[src/rtl/key_priority_encoder_if.sv]
// Key encoder bus: active-low key lines and ack in, encoded code/valid/busy out.
// The encoder side uses the master modport, the consumer/key side uses slave.
interface key_priority_encoder_if;
  logic [7:0] key_n;
  logic       code_ack;
  logic [2:0] code;
  logic       code_valid;
  logic       busy;

  modport master (
    input  key_n,
    input  code_ack,
    output code,
    output code_valid,
    output busy
  );

  modport slave (
    output key_n,
    output code_ack,
    input  code,
    input  code_valid,
    input  busy
  );
endinterface

[src/rtl/key_priority_encoder.sv]
// Debounced 8-to-3 priority encoder for active-low keys with a valid/ack handshake.
// Optional auto-repeat of held keys: define KEY_PRIORITY_ENCODER_AUTO_REPEAT_EN.
module key_priority_encoder #(
  parameter int unsigned DEB_CYCLES    = 4,
  parameter int unsigned REPEAT_CYCLES = 16
) (
  input logic                    clk,
  input logic                    rst_n,
  key_priority_encoder_if.master kbd
);

  typedef enum logic [1:0] {StIdle, StDebounce, StValid, StRelease} state_e;

  localparam logic [15:0] DebLast = 16'(DEB_CYCLES - 1);

  if (DEB_CYCLES < 2 || DEB_CYCLES > 65535) begin : gen_deb_range_check
    $error("DEB_CYCLES out of range");
  end
  if (REPEAT_CYCLES < 1) begin : gen_rep_range_check
    $error("REPEAT_CYCLES must be at least 1");
  end

  state_e      state_q, state_d;
  logic [7:0]  sync1_q, sync2_q;
  logic [7:0]  snap_q, snap_d;
  logic [15:0] cnt_q, cnt_d;
  logic [2:0]  code_q, code_d;
  logic        valid_q, valid_d;
  logic [7:0]  act;

  assign act = ~sync2_q;

  function automatic logic [2:0] encode(input logic [7:0] v);
    logic [2:0] idx;
    idx = 3'd0;
    // Ascending scan so the highest set bit overwrites lower ones.
    for (int i = 0; i < 8; i++) begin
      if (v[i]) idx = 3'(i);
    end
    return idx;
  endfunction

`ifdef KEY_PRIORITY_ENCODER_AUTO_REPEAT_EN
  localparam logic [31:0] RepLast = 32'(REPEAT_CYCLES - 1);
  logic [31:0] rcnt_q, rcnt_d;
`endif

  always_comb begin
    state_d = state_q;
    snap_d  = snap_q;
    cnt_d   = cnt_q;
    code_d  = code_q;
    valid_d = valid_q;
`ifdef KEY_PRIORITY_ENCODER_AUTO_REPEAT_EN
    rcnt_d  = rcnt_q;
`endif
    unique case (state_q)
      StIdle: begin
        if (act != 8'h00) begin
          snap_d  = act;
          cnt_d   = 16'd1;
          state_d = StDebounce;
        end
      end
      StDebounce: begin
        if (act == 8'h00) begin
          cnt_d   = 16'd0;
          state_d = StIdle;
        end else if (act != snap_q) begin
          snap_d = act;
          cnt_d  = 16'd1;
        end else if (cnt_q == DebLast) begin
          code_d  = encode(snap_q);
          valid_d = 1'b1;
          state_d = StValid;
        end else if (cnt_q != 16'hFFFF) begin
          cnt_d = cnt_q + 16'd1;
        end
      end
      StValid: begin
        if (kbd.code_ack) begin
          valid_d = 1'b0;
          cnt_d   = 16'd0;
`ifdef KEY_PRIORITY_ENCODER_AUTO_REPEAT_EN
          rcnt_d  = 32'd0;
`endif
          state_d = StRelease;
        end
      end
      StRelease: begin
        // cnt tracks consecutive all-released cycles; any held key restarts it.
        if (act == 8'h00) begin
          if (cnt_q == DebLast) begin
            cnt_d   = 16'd0;
            state_d = StIdle;
          end else if (cnt_q != 16'hFFFF) begin
            cnt_d = cnt_q + 16'd1;
          end
        end else begin
          cnt_d = 16'd0;
        end
`ifdef KEY_PRIORITY_ENCODER_AUTO_REPEAT_EN
        // snap_q is never zero here, so this cannot collide with the release exit.
        if (act == snap_q) begin
          if (rcnt_q == RepLast) begin
            rcnt_d  = 32'd0;
            valid_d = 1'b1;
            state_d = StValid;
          end else if (rcnt_q != 32'hFFFF_FFFF) begin
            rcnt_d = rcnt_q + 32'd1;
          end
        end else begin
          rcnt_d = 32'd0;
        end
`endif
      end
      default: state_d = StIdle;
    endcase
  end

  always_ff @(posedge clk or negedge rst_n) begin
    if (!rst_n) begin
      sync1_q <= 8'hFF;
      sync2_q <= 8'hFF;
      state_q <= StIdle;
      snap_q  <= 8'h00;
      cnt_q   <= 16'd0;
      code_q  <= 3'b000;
      valid_q <= 1'b0;
    end else begin
      sync1_q <= kbd.key_n;
      sync2_q <= sync1_q;
      state_q <= state_d;
      snap_q  <= snap_d;
      cnt_q   <= cnt_d;
      code_q  <= code_d;
      valid_q <= valid_d;
    end
  end

`ifdef KEY_PRIORITY_ENCODER_AUTO_REPEAT_EN
  always_ff @(posedge clk or negedge rst_n) begin
    if (!rst_n) begin
      rcnt_q <= 32'd0;
    end else begin
      rcnt_q <= rcnt_d;
    end
  end
`endif

  assign kbd.code       = code_q;
  assign kbd.code_valid = valid_q;
  assign kbd.busy       = (state_q != StIdle);

endmodule

[src/flat_wrapper.sv]
// flat-port wrapper written by rule: the top's interface ports become plain ports
module key_priority_encoder_flat 
#(
  parameter int unsigned DEB_CYCLES    = 4,
  parameter int unsigned REPEAT_CYCLES = 16
)
  (clk, rst_n, kbd_key_n, kbd_code_ack, kbd_code, kbd_code_valid, kbd_busy);
  key_priority_encoder_if kbd_i ();
  input logic clk;
  input logic rst_n;
  input wire logic [$bits(kbd_i.key_n)-1:0] kbd_key_n;
  input wire logic [$bits(kbd_i.code_ack)-1:0] kbd_code_ack;
  output wire logic [$bits(kbd_i.code)-1:0] kbd_code;
  output wire logic [$bits(kbd_i.code_valid)-1:0] kbd_code_valid;
  output wire logic [$bits(kbd_i.busy)-1:0] kbd_busy;
  assign kbd_i.key_n = kbd_key_n;
  assign kbd_i.code_ack = kbd_code_ack;
  assign kbd_code = kbd_i.code;
  assign kbd_code_valid = kbd_i.code_valid;
  assign kbd_busy = kbd_i.busy;
  key_priority_encoder #(.DEB_CYCLES(DEB_CYCLES), .REPEAT_CYCLES(REPEAT_CYCLES)) u_core (.clk(clk), .rst_n(rst_n), .kbd(kbd_i));
endmodule
[config.mk]
export PLATFORM = sky130hd
export DESIGN_NAME = key_priority_encoder_flat
export DESIGN_NICKNAME = d
export VERILOG_FILES = /design/src/rtl/key_priority_encoder_if.sv /design/src/rtl/key_priority_encoder.sv /design/src/flat_wrapper.sv
export SDC_FILE = /design/constraint.sdc
export NUM_CORES = 1
export LEC_CHECK = 0
export BUFFER_PORTS_ARGS = -buffer_cell sky130_fd_sc_hd__buf_2
export CORE_MARGIN = 4
export CORE_UTILIZATION = 50
export CTS_BUF_LIST = sky130_fd_sc_hd__clkbuf_4
export DETAILED_ROUTE_END_ITERATION = 6
export GPL_ROUTABILITY_DRIVEN = 1
export PLACE_DENSITY = 0.69
export SKIP_LAST_GASP = 1
export SLEW_MARGIN = 10
export SYNTH_ARGS = -nofsm -noshare
export SYNTH_HDL_FRONTEND = slang
export SYNTH_SLANG_ARGS = --single-unit
[constraint.sdc]
create_clock -name clk -period 3 [get_ports clk]
set_input_delay 0.45 -clock clk [delete_from_list [all_inputs] [get_ports clk]]
set_output_delay 0.45 -clock clk [all_outputs]
set_load 0.02 [all_outputs]
### Word-level counts from Yosys, hierarchy flattened

Index checks and enable logic that the tools add are counted.

* add/sub/neg operators: 1
* eq/ne operators: 17
* multiplexer cells: 33
* bitwise gates (word level): 3
* reductions and logical operators: 11

Operator list (number)
* 16-bit two-way mux: 8
* 16-bit one-hot mux with 4 select lines: 1
* 8-bit two-way mux: 3
* 2-bit two-way mux: 9
* 16-bit by 1-bit adder with 16-bit output (second input constant): 1
* 16-bit by 2-bit equality test with 1-bit output (second input constant): 1
* 16-bit != test (second input constant): 1
* 8-bit one-hot mux with 2 select lines: 1
* 3-bit two-way mux: 4
* 2-bit by 1-bit != test with 1-bit output (second input constant): 5
* 8-bit zero test: 1
* 8-bit != test: 1
* 8-bit NOT: 1
* 2-bit one-hot mux with 4 select lines: 1
* 4-bit AND reduction: 2
* 8-bit nonzero test: 1
* 2-bit != test (second input constant): 3
* 6-bit AND reduction: 1
* 2-bit nonzero test: 3
* 1-bit two-way mux: 5
* 5-bit AND reduction: 1
* 2-bit equality test (second input constant): 2
* 4-bit by 2-bit != test with 1-bit output (second input constant): 1
* 3-bit by 1-bit != test with 1-bit output (second input constant): 1
* other kinds (6): 7

* register bits: 46
* bits of input ports: 11
* output and inout bits: 5

### Logic depth before layout (Yosys ltp)

* depth in word-level cells: 7
* depth in mapped cells: 8
* depth with buffers taken out: 7

### Worst setup path before layout

OpenSTA, ideal clock, no wires.

* path kind: reg2reg
* start: register u_core.sync2_q[6]
* end: register u_core.cnt_q[7]
* setup time: 0.129 ns
* data arrival time: 1.712 ns
* setup slack: 1.159 ns
* cell stages (with the launch flop): 8
* path buffers: 1
* cells stage by stage: dfstp_2 nand4_1 o21bai_1 nand2b_1 o21ai_2 buf_4 a31oi_1 o31ai_2

* longest elaborated chain between the ends: 5
* elaborated cells between the ends (all ways): 11
* those cells by class: 3 x eq/ne; 4 x mux; 1 x bitwise; 3 x reduce/logical

Ends and longest elaborated chain
* start: declaration: line key_priority_encoder.sv:24 `logic [7:0] sync1_q, sync2_q;`
* start signal: assignment: line key_priority_encoder.sv:132 `sync2_q <= sync1_q;`
* 8-bit NOT (*): line key_priority_encoder.sv:31 `assign act = ~sync2_q;`
* 8-bit != test: line key_priority_encoder.sv:69 `end else if (act != snap_q) begin`
* 16-bit two-way mux: line key_priority_encoder.sv:69
* 16-bit two-way mux: line key_priority_encoder.sv:66 `if (act == 8'h00) begin`
* 16-bit one-hot mux with 4 select lines: line key_priority_encoder.sv:57 `unique case (state_q)`
* end signal: assignment: line key_priority_encoder.sv:135 `cnt_q <= cnt_d;`
* end: declaration: line key_priority_encoder.sv:26 `logic [15:0] cnt_q, cnt_d;`

Every way passes the cells marked *; elsewhere a longest branch is shown, timed or not.
A chain may end at the register's enable or synchronous reset.

==> reports/metrics.yaml <==
max_freq_mhz: 449
start_kind: "register"
cts_setup_buffers: 0
path_cells: "nor3b_1 -> a21oi_1 -> o21a_4 -> nand2_4 -> o31ai_2"
relSlewSlack: 0.356
arrival_ns: 2.51
synthesis.area_um2: 2280
io_buffers: 15
timing.setup.tns_ns: 0
hp-class: "primary input to register"
ios: 16
max_stage_delay_ns: 0.72
worst_setup_path_end_kind: "register"
period_share: 0.742
vias: 1661
fillers: 402
worst_pin_slew_ns: 0.966
rows: 24
drive_above_1_share: 0.264
powerDensity_nw_per_um2: 416
drc: 0
drtIter0Drc: 180
num_antenna_cells: 0
synth_most_common_cell: "dfrtp_1"
overflow: 0
dpl.hpwl_mm: 3.01
cts.sinks: 46
wire_per_inst_um: 14.9
yosysTopAreaCellShare: 0.330
vias_per_cell: 5.79
coreArea_um2: 4380
criticalPathCategory: "register to register"
maxCapViolations: 0
ys_ff_latch: 46
cts_resized: 0
netlist_instances: 218
seq_area_frac_synth: 0.515
hold_start: "kbd_key_n[1]"
place.gp.congestion: 0.879
power.switching_mw: 0.251
ys_top_cells_by_count: "30 x dfrtp_1, 19 x nand2_1, 16 x dfstp_2"
pwr-share-comb: 0.051
finalWirelength_mm: 4.28
initial_utilization: 0.519
hold_path_depth: 1
clkTransAtPathRegs_ns: 0.13
clockBufferDepth: 2
dieArea_um2: 5690
r2r_slack_ns: 0.77
stdcell_area_um2: 2430
clock-root-buffer: "clkbuf_4"
grt_max_degree: 47
synthArstFlopShare: 1.00
synthFlopType: "dfrtp_1"
synth_cell_types: 49
insertion_delay_ns: 0.37
cts_tree: "done"
grt_pass1_vias: 1578
finClkSkew_ns: 0.0109
finalSetupViolCount: 0
period_needed_ns: 2.23
cts_max_level: 2
drv_slew: 0
p_int_mw: 0.759
status: "completed"
power_frac_clock: 0.293
track_usage: 0.172
die_w_um: 75.5
p_sw_frac: 0.249
synth_edf_count: 0
final_hold_viol_count: 0
crit_fanout: 14
whs_endpoint: "u_core.sync1_q[1]"
reg2reg_depth: 5
antenna_found_initial: 0
avgSynthCellArea_um2: 10.4
yosysWarnings: 0
numCtsBuffers: 5
ctsHoldBuffers: 0
vdd_drop_max_mv: 0.264
grt_pass1_wl_mm: 7.45
reg2reg_to: "u_core.cnt_q[6]"
critPathRequiredTime_ns: 3.28
critPathSlowestCell: "a21oi_1"
p_leak_nw: 0.885
die_y_um: 75.5
yosysTopAreaCell: "dfrtp_1"
ant_nets: 0
rsz0062_at_grt: "false"
synthToLayoutAreaGrowth_pct: 6.82
syn-num-nets: 230
synthTopCellsByArea: "dfrtp_1 33%, dfstp_2 18%, a31oi_1 3.6%, a21oi_1 3.3%, o31ai_2 3.3%"
placed_area_um2: 2370
firstDrtPassIters: 4
fin_nets: 246
seqPwrFrac: 0.656
[worst max-delay path, delay by kind of cell (launching register included)]
kind | cells | cell delay, ns
DFF | 1 | 0.51
and+or+nand+nor | 2 | 0.33
AOI/OAI and AO/OA | 3 | 1.30
[cells by family (layout without fill, tap and decap cells)]
group                    count (synthesis)  in the layout  synth area share
flip-flops                              46             46             0.515
adder cells (fa/ha/maj)                  1              1           0.00550
AND/OR/NAND/NOR                         87             87             0.228
XOR/XNOR                                 8              8            0.0308
AO/OA/AOI/OAI                           63             63             0.191
buffers and inverters                   13             30            0.0302
[state kept, by name, indices dropped and copies added (netlist names), named ones only]
register,cells
u_core.cnt_q,16
u_core.kbd.code,3
u_core.kbd.code_valid,1
u_core.snap_q,8
u_core.state_q,1
u_core.sync1_q,8
u_core.sync2_q,8
[final cells by class]
class	count	area, um2	area share
clock inverters	3	20.0	0.00823
well taps	52	65.1	0.0268
multi-input cells	159	1040	0.426
inverters	7	26.3	0.0108
repair buffers	15	75.1	0.0309
clock buffers	5	37.5	0.0154
flip-flops and latches	46	1170	0.482
[power groups by stage]
| stage | clock, mW | combinational (mW) | sequential, mW |
|---|---|---|---|
| floorplan | 0 | 0.0304 | 0.669 |
| global route | 0.334 | 0.0593 | 0.666 |
| global placement | 0 | 0.0522 | 0.673 |
| detailed placement | 0 | 0.0526 | 0.674 |
| CTS | 0.309 | 0.0530 | 0.663 |
| finish | 0.296 | 0.0516 | 0.662 |
[layer usage]
layer  global-route usage  share of wire  wire length, um  vias up
li1                     -              -                -      833
met1                0.257           0.51             2190      790
met2                0.242           0.43             1830       31
met3               0.0383          0.044              189        7
met4               0.0660          0.018               78        0
met5                    0              0                0        -
[worst max path at each step]
stage,cells after the start,endpoint,slack [ns]
after floorplan,7,u_core.cnt_q[7],1.16
after global placement,6,u_core.cnt_q[10],0.90
after detailed placement,5,u_core.cnt_q[6],0.81
after CTS,5,u_core.cnt_q[6],0.77
after global routing,6,u_core.cnt_q[4],0.60
final,5,u_core.cnt_q[6],0.77
[through the flow]
| stage | setup WS (ns) | hold slack, ns | power, mW | utilization | std cells |
|---|---|---|---|---|---|
| 6_report | 0.773 | 0.171 | 1.01 | 0.555 | 287 |
| 5_1_grt | 0.596 | 0.135 | 1.06 | 0.555 | 287 |
| 4_1_cts | 0.769 | 0.158 | 1.02 | 0.555 | 287 |
| 3_5_place_dp | 0.814 | 0.347 | 0.726 | 0.541 | 279 |
| 3_3_place_gp | 0.898 | 0.346 | 0.725 | 0.541 | 279 |
| 2_1_floorplan | 1.16 | 0.154 | 0.699 | - | 218 |
[cells in the final DEF (no fill, tap or decap), drive strengths merged, types with 2 or more instances in the layout]
cell type,n
o21bai,2
a21oi,16
clkbuf,5
buf,15
nor4,6
nor2b,8
nor2,13
nand3,11
o21a,4
clkinv,2
nand4,11
nand2,20
and3,3
dfstp,16
o21ai,16
a31oi,13
nor3,7
xnor2,8
or2,2
inv,8
dfrtp,30
o31ai,7
(Power assumes the default switching activity.)
